File: config.mk
export PLATFORM = sky130hd
export DESIGN_NAME = filter_sequencer_flat
export DESIGN_NICKNAME = d
export VERILOG_FILES = /design/src/rtl/filt_pkg.sv /design/src/rtl/filter_sequencer_if.sv /design/src/rtl/fir_sample_buf.sv /design/src/rtl/filter_sequencer.sv /design/src/flat_wrapper.sv
export SDC_FILE = /design/constraint.sdc
export NUM_CORES = 1
export LEC_CHECK = 0
export ABC_AREA = 1
export BUFFER_PORTS_ARGS = -buffer_cell sky130_fd_sc_hd__buf_2
export CAP_MARGIN = 20
export CORE_MARGIN = 2
export CORE_UTILIZATION = 30
export DETAILED_ROUTE_END_ITERATION = 6
export PLACE_DENSITY = 0.42
export SKIP_LAST_GASP = 1
export SLEW_MARGIN = 20
export SYNTH_ARGS = -nofsm -noshare
export SYNTH_HDL_FRONTEND = slang
export SYNTH_SLANG_ARGS = --single-unit
export TNS_END_PERCENT = 5
File: constraint.sdc
create_clock -name clk -period 23.3 [get_ports clk]
set_input_delay 3.495 -clock clk [delete_from_list [all_inputs] [get_ports clk]]
set_output_delay 3.495 -clock clk [all_outputs]
set_load 0.1 [all_outputs]
File: src/rtl/filt_pkg.sv
// ---------------------------------------------------------------------------
// filt_pkg
// Shared constants, the FSM state type, the folded coefficient table and the
// modulo-NTAPS address helpers for the 31-tap symmetric low-pass FIR
// sequencer on the heart-rate signal path.
//
// Contents:
//   SAMPLE_W, COEF_W, NTAPS, ACC_W  - datapath sizing
//   NPAIRS, PTR_W, K_W              - derived counter/pointer widths
//   state_t                         - IDLE / MAC / DONE
//   C_TAB[0:15]                     - unsigned Q0.12 coefficients, c[15] is centre
//   ptr_back / ptr_fwd              - circular buffer address arithmetic
// ---------------------------------------------------------------------------
package filt_pkg;

  localparam int SAMPLE_W = 10;
  localparam int COEF_W   = 12;
  localparam int NTAPS    = 31;
  localparam int ACC_W    = 22;

  localparam int NPAIRS = (NTAPS + 1) / 2;
  localparam int PTR_W  = $clog2(NTAPS);
  localparam int K_W    = $clog2(NPAIRS);
  localparam int PW1    = PTR_W + 1;

  typedef enum logic [1:0] {
    IDLE,
    MAC,
    DONE
  } state_t;

  // Only half of the symmetric impulse response is stored; entry NPAIRS-1 is
  // the centre tap and is applied to a single sample.
  localparam logic [COEF_W-1:0] C_TAB [NPAIRS] = '{
    12'd13,  12'd16,  12'd23,  12'd33,  12'd49,  12'd68,  12'd91,  12'd117,
    12'd144, 12'd172, 12'd198, 12'd222, 12'd242, 12'd258, 12'd267, 12'd271
  };

  // Address of the sample k positions older than the newest one at n.
  // A spare top bit keeps the borrow visible before wrapping back into range.
  function automatic logic [PTR_W-1:0] ptr_back(input logic [PTR_W-1:0] n,
                                                input logic [K_W-1:0]   k);
    logic [PW1-1:0] nn;
    logic [PW1-1:0] kk;
    logic [PW1-1:0] r;
    nn = {1'b0, n};
    kk = PW1'(k);
    if (nn >= kk) r = nn - kk;
    else          r = nn + PW1'(NTAPS) - kk;
    return PTR_W'(r);
  endfunction

  // Address of the partner sample for pair k: starts at the oldest entry
  // (n+1) and walks towards the centre. n+1+k never exceeds 2*NTAPS.
  function automatic logic [PTR_W-1:0] ptr_fwd(input logic [PTR_W-1:0] n,
                                               input logic [K_W-1:0]   k);
    logic [PW1-1:0] r;
    r = {1'b0, n} + PW1'(k) + PW1'(1);
    if (r >= PW1'(NTAPS)) r = r - PW1'(NTAPS);
    return PTR_W'(r);
  endfunction

endpackage

File: src/rtl/filter_sequencer_if.sv
// ---------------------------------------------------------------------------
// filter_sequencer_if
// Sample-in / filtered-out bundle between the SPI slave, the filter
// sequencer and the peak/trough detector.
//
// Signals:
//   sample_valid, sample                  - new sample strobe and data
//   busy, filt_valid, filtered            - MAC activity, result strobe, result
//   primed, overrun                       - history full, sticky dropped-sample flag
// Modports:
//   master - sample source / result consumer (drives sample side)
//   slave  - the filter sequencer
// ---------------------------------------------------------------------------
interface filter_sequencer_if;
  import filt_pkg::*;

  logic                sample_valid;
  logic [SAMPLE_W-1:0] sample;
  logic                busy;
  logic                filt_valid;
  logic [SAMPLE_W-1:0] filtered;
  logic                primed;
  logic                overrun;

  modport master (
    output sample_valid, sample,
    input  busy, filt_valid, filtered, primed, overrun
  );

  modport slave (
    input  sample_valid, sample,
    output busy, filt_valid, filtered, primed, overrun
  );

endinterface

File: src/rtl/fir_sample_buf.sv
// ---------------------------------------------------------------------------
// fir_sample_buf
// NTAPS x SAMPLE_W circular sample history for the FIR sequencer.
// One synchronous write port, two combinational read ports (one per member
// of a symmetric coefficient pair). Cleared synchronously on reset so that
// missing history before priming reads as zero.
//
// Ports:
//   clk, reset              - clock, synchronous active-high reset
//   we, waddr, wdata        - write port
//   raddr_a, rdata_a        - read port A (newer half of the pair)
//   raddr_b, rdata_b        - read port B (older half of the pair)
// ---------------------------------------------------------------------------
module fir_sample_buf
  import filt_pkg::*;
(
  input  logic                clk,
  input  logic                reset,
  input  logic                we,
  input  logic [PTR_W-1:0]    waddr,
  input  logic [SAMPLE_W-1:0] wdata,
  input  logic [PTR_W-1:0]    raddr_a,
  output logic [SAMPLE_W-1:0] rdata_a,
  input  logic [PTR_W-1:0]    raddr_b,
  output logic [SAMPLE_W-1:0] rdata_b
);

  logic [SAMPLE_W-1:0] mem [NTAPS];

  // Storage: reset wipes the whole history, otherwise one write per accepted
  // sample at the slot the controller points at.
  always_ff @(posedge clk) begin
    if (reset) begin
      for (int i = 0; i < NTAPS; i++) mem[i] <= '0;
    end else if (we) begin
      mem[waddr] <= wdata;
    end
  end

  // Both taps of the current pair are read combinationally so the MAC can
  // consume them in the same cycle the addresses are generated.
  assign rdata_a = mem[raddr_a];
  assign rdata_b = mem[raddr_b];

endmodule

File: src/rtl/filter_sequencer.sv
// ---------------------------------------------------------------------------
// filter_sequencer
// Time-multiplexed controller for the 31-tap symmetric low-pass FIR. Each
// accepted sample is written to the circular buffer, then one multiplier is
// sequenced over 16 coefficient pairs (15 pairs plus the centre tap) and the
// scaled result is presented with a one-cycle strobe.
//
// Ports:
//   clk    - system clock
//   reset  - synchronous, active-high
//   bus    - filter_sequencer_if.slave (sample in, filtered out, status)
//
// Build option:
//   FILT_ROUND_EN - when defined, half an LSB (2048) is added before the
//                   output slice (round-half-up); otherwise the slice truncates.
// ---------------------------------------------------------------------------
module filter_sequencer
  import filt_pkg::*;
(
  input  logic                 clk,
  input  logic                 reset,
  filter_sequencer_if.slave    bus
);

  localparam logic [K_W-1:0]   K_LAST   = K_W'(NPAIRS - 1);
  localparam logic [PTR_W-1:0] PTR_LAST = PTR_W'(NTAPS - 1);
  localparam logic [PTR_W-1:0] FILL_MAX = PTR_W'(NTAPS);

  state_t              state;
  logic [PTR_W-1:0]    wr_ptr;
  logic [K_W-1:0]      k;
  logic [ACC_W-1:0]    acc;
  logic [PTR_W-1:0]    fill;
  logic                busy_q;
  logic                filt_valid_q;
  logic [SAMPLE_W-1:0] filtered_q;
  logic                primed_q;
  logic                overrun_q;

  logic                accept;
  logic [PTR_W-1:0]    raddr_a;
  logic [PTR_W-1:0]    raddr_b;
  logic [SAMPLE_W-1:0] rdata_a;
  logic [SAMPLE_W-1:0] rdata_b;
  logic [SAMPLE_W:0]   pair_sum;
  logic [ACC_W-1:0]    mac_term;
  logic [ACC_W-1:0]    acc_out;
  logic [SAMPLE_W-1:0] result;

  // A sample is taken whenever the multiplier is not in use; in MAC it is
  // dropped and flagged instead.
  assign accept = bus.sample_valid && (state != MAC);

  // During MAC wr_ptr still points at the newest sample, so pair k combines
  // the sample k steps back with the one k steps after the oldest.
  assign raddr_a = ptr_back(wr_ptr, k);
  assign raddr_b = ptr_fwd(wr_ptr, k);

  fir_sample_buf u_buf (
    .clk     (clk),
    .reset   (reset),
    .we      (accept),
    .waddr   (wr_ptr),
    .wdata   (bus.sample),
    .raddr_a (raddr_a),
    .rdata_a (rdata_a),
    .raddr_b (raddr_b),
    .rdata_b (rdata_b)
  );

  // Pre-add the symmetric pair so one multiply covers two taps. The centre
  // tap (last step) has no partner and is counted once.
  assign pair_sum = {1'b0, rdata_a} + ((k == K_LAST) ? '0 : {1'b0, rdata_b});
  assign mac_term = ACC_W'(C_TAB[k]) * ACC_W'(pair_sum);

  // Output scaling: coefficients are Q0.12, so the result is acc >> 12.
  // The accumulator headroom covers the rounding offset without overflow.
`ifdef FILT_ROUND_EN
  localparam logic [ACC_W-1:0] ROUND_K = ACC_W'(1) << (COEF_W - 1);
  assign acc_out = acc + ROUND_K;
`else
  assign acc_out = acc;
`endif
  assign result = SAMPLE_W'(acc_out >> COEF_W);

  // Controller FSM. IDLE and DONE both accept a new sample; DONE also
  // publishes the finished result, so a sample arriving in DONE starts the
  // next MAC with no gap. The write pointer only moves once the MAC has
  // finished so that addressing is stable for the whole sequence. The fill
  // counter saturates at NTAPS and primed is raised on the same edge that
  // accepts the NTAPS-th sample.
  always_ff @(posedge clk) begin
    if (reset) begin
      state        <= IDLE;
      wr_ptr       <= '0;
      k            <= '0;
      acc          <= '0;
      fill         <= '0;
      busy_q       <= 1'b0;
      filt_valid_q <= 1'b0;
      filtered_q   <= '0;
      primed_q     <= 1'b0;
      overrun_q    <= 1'b0;
    end else begin
      filt_valid_q <= 1'b0;
      case (state)
        IDLE, DONE: begin
          if (state == DONE) begin
            filtered_q   <= result;
            filt_valid_q <= 1'b1;
          end
          if (accept) begin
            acc    <= '0;
            k      <= '0;
            busy_q <= 1'b1;
            state  <= MAC;
            if (fill != FILL_MAX) fill <= fill + 1'b1;
            if (fill >= FILL_MAX - 1'b1) primed_q <= 1'b1;
          end else begin
            state <= IDLE;
          end
        end
        MAC: begin
          acc <= acc + mac_term;
          if (bus.sample_valid) overrun_q <= 1'b1;
          if (k == K_LAST) begin
            state  <= DONE;
            busy_q <= 1'b0;
            wr_ptr <= (wr_ptr == PTR_LAST) ? '0 : wr_ptr + 1'b1;
          end else begin
            k <= k + 1'b1;
          end
        end
        default: state <= IDLE;
      endcase
    end
  end

  assign bus.busy       = busy_q;
  assign bus.filt_valid = filt_valid_q;
  assign bus.filtered   = filtered_q;
  assign bus.primed     = primed_q;
  assign bus.overrun    = overrun_q;

endmodule

File: src/flat_wrapper.sv
// flat-port wrapper written by rule: the top's interface ports become plain ports
module filter_sequencer_flat import filt_pkg::*;
  (clk, reset, bus_sample_valid, bus_sample, bus_busy, bus_filt_valid, bus_filtered, bus_primed, bus_overrun);
  filter_sequencer_if bus_i ();
  input  logic clk;
  input  logic reset;
  input wire logic [$bits(bus_i.sample_valid)-1:0] bus_sample_valid;
  input wire logic [$bits(bus_i.sample)-1:0] bus_sample;
  output wire logic [$bits(bus_i.busy)-1:0] bus_busy;
  output wire logic [$bits(bus_i.filt_valid)-1:0] bus_filt_valid;
  output wire logic [$bits(bus_i.filtered)-1:0] bus_filtered;
  output wire logic [$bits(bus_i.primed)-1:0] bus_primed;
  output wire logic [$bits(bus_i.overrun)-1:0] bus_overrun;
  assign bus_i.sample_valid = bus_sample_valid;
  assign bus_i.sample = bus_sample;
  assign bus_busy = bus_i.busy;
  assign bus_filt_valid = bus_i.filt_valid;
  assign bus_filtered = bus_i.filtered;
  assign bus_primed = bus_i.primed;
  assign bus_overrun = bus_i.overrun;
  filter_sequencer u_core (.clk(clk), .reset(reset), .bus(bus_i));
endmodule
==> flow_metrics.env <==
export IMPL_cts_buffer_depth=3
export IMPL_insertion_delay_ns=0.61
export IMPL_portBuffers=26
export IMPL_rr_endpoint="u_core.acc[19]"
export IMPL_worst_path_max_delay_cell="nand2_8"
export IMPL_power_leakage_nw=11.58
export IMPL_reg2reg_depth=53
export IMPL_hold_class="reg2reg"
export IMPL_die_width_um=292.5
export IMPL_worstHoldPathCells=2
export IMPL_cts_clk_slew_worst_paths_ns=0.06
export IMPL_final_cell_mix="nand2_1, nand3_1, nor2_1"
export IMPL_hold_violations=0
export IMPL_cts_htree_levels=2
export IMPL_grt_antenna_before_repair=0
export IMPL_fin_nets=3279
export IMPL_viasPerCell=5.362
export IMPL_fin_util=0.3327
export IMPL_grt_pass1_wl_um=144500
export IMPL_drive_gt1_frac=0.05474
export IMPL_critPathMostFrequentCell="nand2_1"
export IMPL_cts_hold_buffers=0
export IMPL_drv_cap=0
export IMPL_reg2reg_slack_ns=11.11
export IMPL_cp_data_required_time_ns=23.82
export IMPL_power_density_mw_per_mm2=133.4
export IMPL_seq_area_frac_synth=0.4265
export IMPL_cts_root_buf="clkbuf_16"
export IMPL_ant_nets=0
export IMPL_syn2layout_area_growth_pct=9.574
export IMPL_post_cts_buffers=0
export IMPL_syn_nets=3385
export IMPL_status="finished, final reports clean"
export IMPL_finalClockSkew_ns=0.02328
export IMPL_routed_wl_um=97000
export IMPL_syn_area_per_cell_um2=7.816
export IMPL_place_inst=4109
export IMPL_synth_ff_type="edfxtp_1"
export IMPL_end_kind="flop"
export IMPL_drcViolationCount=0
export IMPL_placed_cell_area_mm2=0.02591
export IMPL_grt_pass1_vias=22200
export IMPL_slew_violations=0
export IMPL_worstPathArrival_ns=12.71
export IMPL_grt_max_degree=97
export IMPL_ctsResizeCount=0
export IMPL_fmax_mhz=82.03
export IMPL_detailroute_via_count=22490
export IMPL_setup_viol_count_final=0
export IMPL_worstHoldEndpoint="u_core.bus.overrun"
export IMPL_fillers=8731
export IMPL_worst_pin_slew_ns=1.160
export IMPL_setup_tns_ns=0
export IMPL_n_antenna_cell=0
export IMPL_layout_commonest_cell="nand2_1"
export IMPL_ir_worst_vdd_mv=0.1375
export IMPL_critPathMaxStageDelay_ns=0.79
export IMPL_critical_path_class="reg2reg"
export IMPL_grt_overflow=0
export IMPL_synth_edf_count=320
export IMPL_syn_inst=3195
export IMPL_fin_crit_ns=12.19
export IMPL_start_util=0.3037
export IMPL_final_area_mm2=0.02736
export IMPL_track_usage=0.2240
export IMPL_slew_headroom=0.2269
export IMPL_period_share=0.5232
export IMPL_syn_cell_area_mm2=0.02497
export IMPL_first_pass_iters=6
export IMPL_drt_iter0_drc=2228
export IMPL_ys_warn_count=0
export IMPL_cts_tree="yes"
export IMPL_critPathLaunchType="flop"
export IMPL_hold_worst_slack_ns=0.4511
export IMPL_place_congestion=0.8774
export IMPL_stdcell_count=4194
export IMPL_cts_sinks=372
export IMPL_synthArstFlopShare=0
export IMPL_min_from="u_core.bus.overrun"
export IMPL_worstPathMaxFanout=96
export IMPL_core_mm2=0.08224
export IMPL_fin_ws_ns=11.11
export IMPL_rsz0062_at_grt="no"
export IMPL_numCtsBuffers=47
export IMPL_hpwl_um=63320
export IMPL_io_pins=27
export IMPL_preCtsSetupSlack_ns=11.25
export IMPL_die_area_mm2=0.08557
export IMPL_crit_start="u_core.k[0]"
export IMPL_rr_startpoint="u_core.k[0]"
export IMPL_rows=105
export IMPL_synth_cell_type_count=46
export IMPL_die_height_um=292.5
export IMPL_wl_per_cell_um=23.13
export IMPL_report_power_total_mw=3.651
export IMPL_ys_seq_elements=372
[synthesized netlist by cell type (5+ instances only)]
| cell type | count | area share |
|---|---|---|
| xor2_1 | 9 | 0.0032 |
| nor3_1 | 13 | 0.0026 |
| edfxtp_1 | 320 | 0.38 |
| or2_2 | 12 | 0.0030 |
| dfxtp_1 | 52 | 0.042 |
| o21ai_0 | 46 | 0.0092 |
| nor2_1 | 419 | 0.063 |
| inv_2 | 5 | 0.00075 |
| o21ai_1 | 13 | 0.0026 |
| inv_1 | 253 | 0.038 |
| nand2_1 | 774 | 0.12 |
| buf_4 | 5 | 0.0015 |
| a21oi_1 | 89 | 0.018 |
| buf_1 | 17 | 0.0026 |
| clkbuf_1 | 113 | 0.017 |
| fa_1 | 86 | 0.069 |
| buf_2 | 88 | 0.018 |
| nand3_1 | 742 | 0.15 |
| ha_1 | 91 | 0.046 |
[critical path, delay by kind of cell, from the launching register on]
family,cells,cell delay [ns]
AO/OA/AOI/OAI,12,2.70
AND/OR/NAND/NOR,21,3.00
buffers and inverters,9,1.43
flip-flops,1,0.43
adder cells (fa/ha/maj),11,4.38
[sequential cells by signal, summed over array words and instances, names as in the netlist]
| name | count |
|---|---|
| u_core.bus.overrun | 1 |
| u_core.wr_ptr | 5 |
| u_core.state | 2 |
| u_core.fill | 5 |
| u_core.bus.filtered | 10 |
| u_core.k | 4 |
| u_core.bus.busy | 1 |
| u_core.acc | 22 |
| u_core.bus.filt_valid | 1 |
| u_core.u_buf.mem | 320 |
| u_core.bus.primed | 1 |
[where the power goes]
group	internal [mW]	switching, mW
Sequential	0.757	0.0215
Combinational	0.764	1.40
Clock	0.403	0.308
[worst max-delay path by stage]
stage | cells past startpoint | end | slack, ns
detailed placement | 53 | u_core.acc[19] | 11.25
global route | 51 | u_core.acc[18] | 10.12
global placement | 53 | u_core.acc[19] | 11.41
finish | 53 | u_core.acc[19] | 11.11
CTS | 53 | u_core.acc[19] | 11.18
floorplan | 49 | u_core.acc[19] | 14.40
[layout make-up]
type | instances | area, um^2 | area share
Multi-Input combinational cell | 2338 | 12490 | 0.4565
Sequential cell | 372 | 10650 | 0.3892
Tap cell | 1070 | 1339 | 0.04893
Clock buffer | 58 | 1217 | 0.04449
Inverter | 261 | 982.2 | 0.03589
Timing Repair Buffer | 69 | 473.0 | 0.01728
Clock inverter | 26 | 211.5 | 0.007728
[per-layer routing]
layer  up-vias  track usage  share of wire
met2       988       0.3738           0.47
met3       199      0.03149          0.068
met5         -            0              0
li1      10330            -              -
met4         0      0.08618          0.037
met1     10980       0.2937           0.42
[cell families after synthesis]
logic type	count (synthesis)	synth area share
compound gates	174	0.03803
xor+xnor	13	0.004559
fa+ha+maj	177	0.1145
buf+inv	485	0.07836
flops	372	0.4265
mux	1	0.0004008
simple gates	1973	0.3376
(Power assumes the default switching activity.)
